### src/rtl/solution_player_pkg.sv
// Shared types and constants for the 2x3 sliding-puzzle replay block and its solver.
package solution_player_pkg;

  localparam int BOARD_W       = 18;
  localparam int CELL_W        = 3;
  localparam int NUM_CELLS     = 6;
  localparam int CNT_W         = 5;
  localparam int ORD_W         = 40;
  localparam int MAX_DEPTH_DEF = 20;

  // Direction the blank travels.
  typedef enum logic [1:0] {
    UP    = 2'b00,
    RIGHT = 2'b01,
    DOWN  = 2'b10,
    LEFT  = 2'b11
  } move_t;

  typedef enum logic [1:0] {
    ERR_NONE    = 2'b00,
    ERR_NOCOMP  = 2'b01,
    ERR_BADCNT  = 2'b10,
    ERR_ILLEGAL = 2'b11
  } err_t;

  typedef enum logic [2:0] {
    IDLE  = 3'd0,
    EMIT  = 3'd1,
    STEP  = 3'd2,
    CHECK = 3'd3,
    FIN   = 3'd4
  } state_t;

endpackage

### src/rtl/solution_player_if.sv
// Request inputs, beat stream and status of the replay block; master is the player side.
interface solution_player_if;
  import solution_player_pkg::*;

  logic                 start;
  logic                 comp;
  logic [CNT_W-1:0]     cnt;
  logic [ORD_W-1:0]     ord;
  logic [BOARD_W-1:0]   begin_board;
  logic [BOARD_W-1:0]   goal_board;
  logic                 out_ready;
  logic                 out_valid;
  logic [BOARD_W-1:0]   out_board;
  logic [CNT_W-1:0]     out_step;
  logic [1:0]           out_move;
  logic                 busy;
  logic                 done;
  logic                 ok;
  logic [1:0]           err;

  modport master (
    input  start, comp, cnt, ord, begin_board, goal_board, out_ready,
    output out_valid, out_board, out_step, out_move, busy, done, ok, err
  );

  modport slave (
    output start, comp, cnt, ord, begin_board, goal_board, out_ready,
    input  out_valid, out_board, out_step, out_move, busy, done, ok, err
  );

endinterface

### src/rtl/solution_player_pz_move.sv
// Combinational single move: swaps the blank with its neighbour, flags moves off the board.
module pz_move
  import solution_player_pkg::*;
(
  input  logic [BOARD_W-1:0] board,
  input  logic [2:0]         blank,
  input  move_t              move,
  output logic [BOARD_W-1:0] next_board,
  output logic [2:0]         next_blank,
  output logic               illegal
);

  logic [2:0] nb;

  always_comb begin
    nb         = blank;
    illegal    = 1'b0;
    next_board = board;
    next_blank = blank;

    case (move)
      UP:      if (blank < 3'd3) illegal = 1'b1; else nb = blank - 3'd3;
      DOWN:    if (blank >= 3'd3) illegal = 1'b1; else nb = blank + 3'd3;
      RIGHT:   if (blank == 3'd2 || blank == 3'd5) illegal = 1'b1; else nb = blank + 3'd1;
      LEFT:    if (blank == 3'd0 || blank == 3'd3) illegal = 1'b1; else nb = blank - 3'd1;
      default: illegal = 1'b1;
    endcase

    // A blank index past the last cell means the caller lost track of the board.
    if (blank > 3'd5) illegal = 1'b1;

    if (!illegal) begin
      next_board[CELL_W*blank +: CELL_W] = board[CELL_W*nb +: CELL_W];
      next_board[CELL_W*nb +: CELL_W]    = board[CELL_W*blank +: CELL_W];
      next_blank = nb;
    end
  end

endmodule

### src/rtl/solution_player.sv
// Replays a solver move list as a valid/ready stream of boards, one beat per two cycles,
// then reports whether the final board matches the goal.
module solution_player
  import solution_player_pkg::*;
#(
  parameter int MAX_DEPTH = MAX_DEPTH_DEF
)
(
  input  logic clk,
  input  logic rst_n,
  solution_player_if.master io
);

  localparam logic [CNT_W:0] MAX_CNT = (CNT_W+1)'(MAX_DEPTH);

  state_t               state, next_state;
  logic [CNT_W-1:0]     cnt_q;
  logic [ORD_W-1:0]     ord_q;
  logic [BOARD_W-1:0]   goal_q;
  logic [BOARD_W-1:0]   board_q;
  logic [2:0]           blank_q;
  logic [CNT_W-1:0]     step_q;
  logic [1:0]           move_q;
  logic                 ok_q;
  err_t                 err_q;

  logic [2:0]           zero_cnt;
  logic [2:0]           blank_pos;
  logic                 bad_cnt;
  logic                 bad_blank;
  logic [ORD_W-1:0]     ord_sh;
  logic [1:0]           cur_move;
  logic [BOARD_W-1:0]   nxt_board;
  logic [2:0]           nxt_blank;
  logic                 mv_illegal;

  always_comb begin
    zero_cnt  = '0;
    blank_pos = '0;
    for (int p = 0; p < NUM_CELLS; p++) begin
      if (io.begin_board[CELL_W*p +: CELL_W] == '0) begin
        zero_cnt  = zero_cnt + 3'd1;
        blank_pos = 3'(p);
      end
    end
  end

  assign bad_cnt   = {1'b0, io.cnt} > MAX_CNT;
  assign bad_blank = (zero_cnt != 3'd1);

  assign ord_sh   = ord_q >> {step_q, 1'b0};
  assign cur_move = ord_sh[1:0];

  pz_move u_move (
    .board      (board_q),
    .blank      (blank_q),
    .move       (move_t'(cur_move)),
    .next_board (nxt_board),
    .next_blank (nxt_blank),
    .illegal    (mv_illegal)
  );

  always_ff @(posedge clk) begin
    if (!rst_n) state <= IDLE;
    else        state <= next_state;
  end

  always_comb begin
    next_state   = state;
    io.out_valid = 1'b0;
    io.busy      = 1'b1;
    io.done      = 1'b0;
    case (state)
      IDLE: begin
        io.busy = 1'b0;
        if (io.start) next_state = (!io.comp || bad_cnt || bad_blank) ? FIN : EMIT;
      end
      EMIT: begin
        io.out_valid = 1'b1;
        if (io.out_ready) next_state = (step_q == cnt_q) ? CHECK : STEP;
      end
      STEP:    next_state = mv_illegal ? FIN : EMIT;
      CHECK:   next_state = FIN;
      FIN: begin
        io.done    = 1'b1;
        next_state = IDLE;
      end
      default: next_state = IDLE;
    endcase
  end

  always_ff @(posedge clk) begin
    if (!rst_n) begin
      cnt_q   <= '0;
      ord_q   <= '0;
      goal_q  <= '0;
      board_q <= '0;
      blank_q <= '0;
      step_q  <= '0;
      move_q  <= '0;
      ok_q    <= 1'b0;
      err_q   <= ERR_NONE;
    end else begin
      case (state)
        IDLE: if (io.start) begin
          cnt_q   <= io.cnt;
          ord_q   <= io.ord;
          goal_q  <= io.goal_board;
          board_q <= io.begin_board;
          blank_q <= blank_pos;
          step_q  <= '0;
          move_q  <= '0;
          ok_q    <= 1'b0;
          if (!io.comp)     err_q <= ERR_NOCOMP;
          else if (bad_cnt) err_q <= ERR_BADCNT;
          else if (bad_blank) err_q <= ERR_ILLEGAL;
          else              err_q <= ERR_NONE;
        end
        STEP: begin
          if (mv_illegal) begin
            err_q <= ERR_ILLEGAL;
          end else begin
            board_q <= nxt_board;
            blank_q <= nxt_blank;
            step_q  <= step_q + 1'b1;
            move_q  <= cur_move;
          end
        end
        // A mismatch leaves err at NONE; ok alone tells the caller.
        CHECK: ok_q <= (board_q == goal_q);
        default: ;
      endcase
    end
  end

  assign io.out_board = board_q;
  assign io.out_step  = step_q;
  assign io.out_move  = move_q;
  assign io.ok        = ok_q;
  assign io.err       = err_q;

endmodule
### src/flat_wrapper.sv
// flat-port wrapper written by rule: the top's interface ports become plain ports
module solution_player_flat import solution_player_pkg::*;
#(
  parameter int MAX_DEPTH = MAX_DEPTH_DEF
)
  (clk, rst_n, io_start, io_comp, io_cnt, io_ord, io_begin_board, io_goal_board, io_out_ready, io_out_valid, io_out_board, io_out_step, io_out_move, io_busy, io_done, io_ok, io_err);
  solution_player_if io_i ();
  input  logic clk;
  input  logic rst_n;
  input wire logic [$bits(io_i.start)-1:0] io_start;
  input wire logic [$bits(io_i.comp)-1:0] io_comp;
  input wire logic [$bits(io_i.cnt)-1:0] io_cnt;
  input wire logic [$bits(io_i.ord)-1:0] io_ord;
  input wire logic [$bits(io_i.begin_board)-1:0] io_begin_board;
  input wire logic [$bits(io_i.goal_board)-1:0] io_goal_board;
  input wire logic [$bits(io_i.out_ready)-1:0] io_out_ready;
  output wire logic [$bits(io_i.out_valid)-1:0] io_out_valid;
  output wire logic [$bits(io_i.out_board)-1:0] io_out_board;
  output wire logic [$bits(io_i.out_step)-1:0] io_out_step;
  output wire logic [$bits(io_i.out_move)-1:0] io_out_move;
  output wire logic [$bits(io_i.busy)-1:0] io_busy;
  output wire logic [$bits(io_i.done)-1:0] io_done;
  output wire logic [$bits(io_i.ok)-1:0] io_ok;
  output wire logic [$bits(io_i.err)-1:0] io_err;
  assign io_i.start = io_start;
  assign io_i.comp = io_comp;
  assign io_i.cnt = io_cnt;
  assign io_i.ord = io_ord;
  assign io_i.begin_board = io_begin_board;
  assign io_i.goal_board = io_goal_board;
  assign io_i.out_ready = io_out_ready;
  assign io_out_valid = io_i.out_valid;
  assign io_out_board = io_i.out_board;
  assign io_out_step = io_i.out_step;
  assign io_out_move = io_i.out_move;
  assign io_busy = io_i.busy;
  assign io_done = io_i.done;
  assign io_ok = io_i.ok;
  assign io_err = io_i.err;
  solution_player #(.MAX_DEPTH(MAX_DEPTH)) u_core (.clk(clk), .rst_n(rst_n), .io(io_i));
endmodule
### config.mk
export PLATFORM = sky130hd
export DESIGN_NAME = solution_player_flat
export DESIGN_NICKNAME = d
export VERILOG_FILES = /design/src/rtl/solution_player_pkg.sv /design/src/rtl/solution_player_if.sv /design/src/rtl/solution_player_pz_move.sv /design/src/rtl/solution_player.sv /design/src/flat_wrapper.sv
export SDC_FILE = /design/constraint.sdc
export NUM_CORES = 1
export LEC_CHECK = 0
export ABC_AREA = 1
export CAP_MARGIN = 5
export CORE_MARGIN = 2
export CORE_UTILIZATION = 35
export DETAILED_ROUTE_END_ITERATION = 10
export MAX_ROUTING_LAYER = met4
export PLACE_DENSITY = 0.67
export SETUP_SLACK_MARGIN = 0.5
export SYNTH_ARGS = -nofsm -noshare
export SYNTH_HDL_FRONTEND = slang
export SYNTH_SLANG_ARGS = --single-unit
### constraint.sdc
create_clock -name clk -period 4.95 [get_ports clk]
set_input_delay 0.99 -clock clk [delete_from_list [all_inputs] [get_ports clk]]
set_output_delay 0.99 -clock clk [all_outputs]
set_load 0.01 [all_outputs]
==> metrics <==
cell taking the most area after synthesis dfxtp_1; synth warn 0; WL final 19.2 mm; site row count 48; Synth area leaders dfxtp_1 (32%), nand2_1 (13%), a21oi_1 (10%); required time of the critical path about 5.2 ns; dpl hpwl 14.1 mm; mux contribution to synthesized area less than 1%; share of post-route cells with drive strength above 1 between 7 and 8%; Longest Clk Path Bufs 2; Non-Filler Instances around 1300; Seq pwr share 36.0%; fin crit share between 80 and 90%; Inserted Clock Buffers 9; worst rel slew slack a little over a third; Placed Area about 0.0075 sq mm; placed cells roughly 1300; pwr/cell area ~340 mW/mm^2; Yosys reg bits 97; syn_nets between 1000 and 1500; Post-synth EDFFs 0; syn_area_per_cell roughly 6.4 sq um; vias approximately 6500; Filler cells 1835; skew final roughly 0.010 ns; VDD IR max about 0.00019 V; htree depth 3; Synth Flop Type dfxtp_1; Synth Area in XOR/XNOR between 2 and 2.5%; Synth top area share a little under a third; Comb pwr share a little under 40%; Clk Latency, worst-skew pair 0.36 ns; Internal between 0.0015 and 0.002 W; final slew viol count 0; DR pass1 iterations 5; Clk pin slew, worst setup/hold paths about 0.070 ns; worst path bufs/invs 4; Compound-Gate Fraction of Synth Area between 20% and 30%; initial antenna violation count 0; CP Cell Sequence clkdlybuf4s50_1 > nor3_2 > buf_4 > inv_1 > ha_4 > xnor2_2 > ha_1 > mux2_4 > ha_1 > inv_1 > o21ai_2 > ha_2 > nand2_1 > xnor2_1 > xor2_1 > nand3_2 > a21oi_2 > nand2_2 > o221ai_2 > nand3_1 > a21oi_1; CP max stage delay roughly 0.44 ns; Iter 0 DRT Violations 468; Mapped Cells 945; CTS tree done; critical path type in2reg; Hold-fix buffers, CTS 0; post-CTS setup buffers 0; Netlist cell types 43; core area roughly 0.017 sq mm; r2r setup slk between 1 and 1.5 ns; Root Buffer clkbuf_16; Setup Viol. Count Final 0; LEAKAGE 3.38 nW; Synth Area in Simple Gates between 20 and 30%; Die ar. 0.0185 sq mm; IO Count 117; Hold Path End u_core.ord_q[36]; clock sink count 97; final hold vios 0; pin count of the biggest net entering global routing 71; worst r2r src u_core.blank_q[1]; gr ovfl total 0; Starting Density a little over a third; worst reg2reg path depth 17; clock share of power between 20% and 30%; Die X 136 um; sw frac 39.4%; Worst Hold Class reg2reg; first-pass GRT wire length ~30 mm; Die Height between 100 and 150 um; drc violations 0; critical path arrival about 4.5 ns; min-delay src u_core.ord_q[36]; unrepaired setup endpoints after global routing false; number of vias per cell 5.12; reg2reg end u_core.io.out_board[7]; largest family of logic cells by synthesized area simple AND/OR/NAND/NOR gates; Crit-path slowest cell clkdlybuf4s50_1; P_sw 0.00104 W; ant diodes 0; Seq/Total Area, Yosys 31.9%; Area Overhead vs Synth 28.0%; family with the most delay on the worst path adder cells; Least-Margin Pin Slew ~0.95 ns; setup TNS 0 ns; nets ~1100; status finished, final reports clean; hold path depth 2; Crit. End Element register; Max Cap Viol 0; number of port buffers 116; GP Congestion a little over 0.9; Max Freq 237 MHz; Tot GR Track Use between 20% and 30%; post-route ant nets 0; min cycle time layout between 4 and 5 ns; overall power 0.00263 W; Synth Area in Adders approximately 3.9%; post-layout util roughly 45%; vias in the first global route between 5000 and 6000; Synth Cell Area a little over 0.006 sq mm; Worst Path Max Fanout 2; Final Cell Area between 0.007 and 0.008 sq mm; Startpoint Class primary input; fraction of registers with async set/reset 0%; post-DR wirelength/cell 15.1 um
## cell usage after synthesis, types with 2 or more instances
library cell,instances
nand3_1,86
nor2_1,26
o22ai_1,7
xnor2_1,6
o21ai_0,72
dfxtp_1,97
or2_2,5
xor2_1,10
clkinv_1,3
nor2_2,4
nand2_2,8
nor3_1,12
inv_1,122
nor4_1,2
nor2_4,4
a31oi_1,4
clkbuf_1,34
nand4_1,18
o211ai_1,3
nand3_2,4
a32oi_1,2
a21oi_1,126
buf_2,6
nand2_1,206
a211oi_1,6
nand2_4,3
buf_4,4
ha_1,19
o21ai_1,21
inv_2,12
## flip-flops by register name (all words and copies together) (netlist names)
signal	flops
u_core.ord_q	40
u_core.goal_q	18
u_core.io.out_board	18
u_core.cnt_q	5
u_core.io.out_step	5
u_core.blank_q	3
u_core.state	3
u_core.io.err	2
u_core.io.out_move	2
u_core.io.ok	1
## cells by family (layout without fill, tap and decap cells)
family                     after synthesis  in the layout
and+or+nand+nor                        382            382
AOI/OAI and AO/OA                      248            248
buffers and inverters                  182            282
DFF                                     97             97
adders and majority gates               19             19
xor gates and xnor gates                16             16
muxes                                    1              1
## power groups by stage
stage,combinational [W],clock (W),sequential [W]
2_1_floorplan,0.000668,0,0.000945
3_3_place_gp,0.000994,0,0.000961
3_5_place_dp,0.000998,0,0.000962
5_1_grt,0.00113,0.000716,0.000955
6_report,0.00102,0.000668,0.000946
4_1_cts,0.00101,0.000684,0.000945
## per-stage QoR
stage          hold WS, ns  setup WS (ns)
2_1_floorplan        0.429          0.868
3_3_place_gp         0.440          0.191
3_5_place_dp         0.445         0.0780
4_1_cts              0.455          0.527
5_1_grt              0.463          0.522
6_report             0.454          0.727
## worst reg2reg max path, cell delays in order (launching register included)
cell	delay [ns]
dfxtp_1	0.68
inv_1	0.31
ha_1	0.57
inv_1	0.21
nand2_1	0.11
o21ai_0	0.08
nand2_1	0.10
nand3_1	0.12
nor2_4	0.21
ha_1	0.22
nand3_1	0.13
nand2_2	0.21
inv_4	0.08
nor2_4	0.16
o21ai_1	0.11
inv_2	0.14
o21ai_1	0.07
a21oi_1	0.13
## placed cells by master (no fill, tap or decap), types with 2 or more instances in the layout
cell type / n
a211oi_1: 6
a21oi_1: 125
a31oi_1: 4
a32oi_1: 2
buf_4: 11
clkbuf_1: 2
clkbuf_16: 9
clkdlybuf4s50_1: 113
clkinv_1: 3
clkinv_2: 2
dfxtp_1: 97
dlymetal6s2s_1: 2
ha_1: 17
inv_1: 122
inv_2: 12
nand2_1: 204
nand2_2: 9
nand2_4: 4
nand3_1: 85
nand3_2: 5
nand4_1: 18
nor2_1: 26
nor2_2: 4
nor2_4: 4
nor3_1: 8
nor3_2: 5
nor4_1: 2
o211ai_1: 3
o21ai_0: 70
o21ai_1: 22
o22ai_1: 7
or2_2: 5
xnor2_1: 5
xor2_1: 10
## layer usage
metal,share of wire [%],track usage [%],wire (um)
met1,46,27.6,8800
met2,46,33.5,8830
met3,6.3,4.55,1210
met4,2.0,6.83,375
met5,0,-,0
## layout make-up
class,count,area [sq um],share of cell area [%]
multi-input cells,666,3520,45.1
flip-flops and latches,97,1940,24.9
repair buffers,128,1260,16.2
inverters,138,520,6.68
well taps,225,282,3.61
clock buffers,12,246,3.16
clock inverters,4,26.3,0.337
## how the worst max path moves through the flow
stage | start | end | slack [ns] | cells past startpoint
after floorplan | io_begin_board[1] | u_core.state[0] | 0.87 | 19
after global placement | io_begin_board[1] | u_core.state[0] | 0.19 | 21
after detailed placement | io_begin_board[1] | u_core.state[0] | 0.08 | 21
after CTS | io_begin_board[1] | u_core.state[0] | 0.53 | 21
after global routing | io_begin_board[1] | u_core.state[0] | 0.52 | 21
final | io_begin_board[1] | u_core.state[0] | 0.73 | 21
## repair_timing
item	in CTS	in global routing
pin swaps	0	6
gates resized for setup	2	13
cloned	0	0
endpoints found under the setup margin	2	3
No activity file was read; power rests on OpenSTA's default activity.
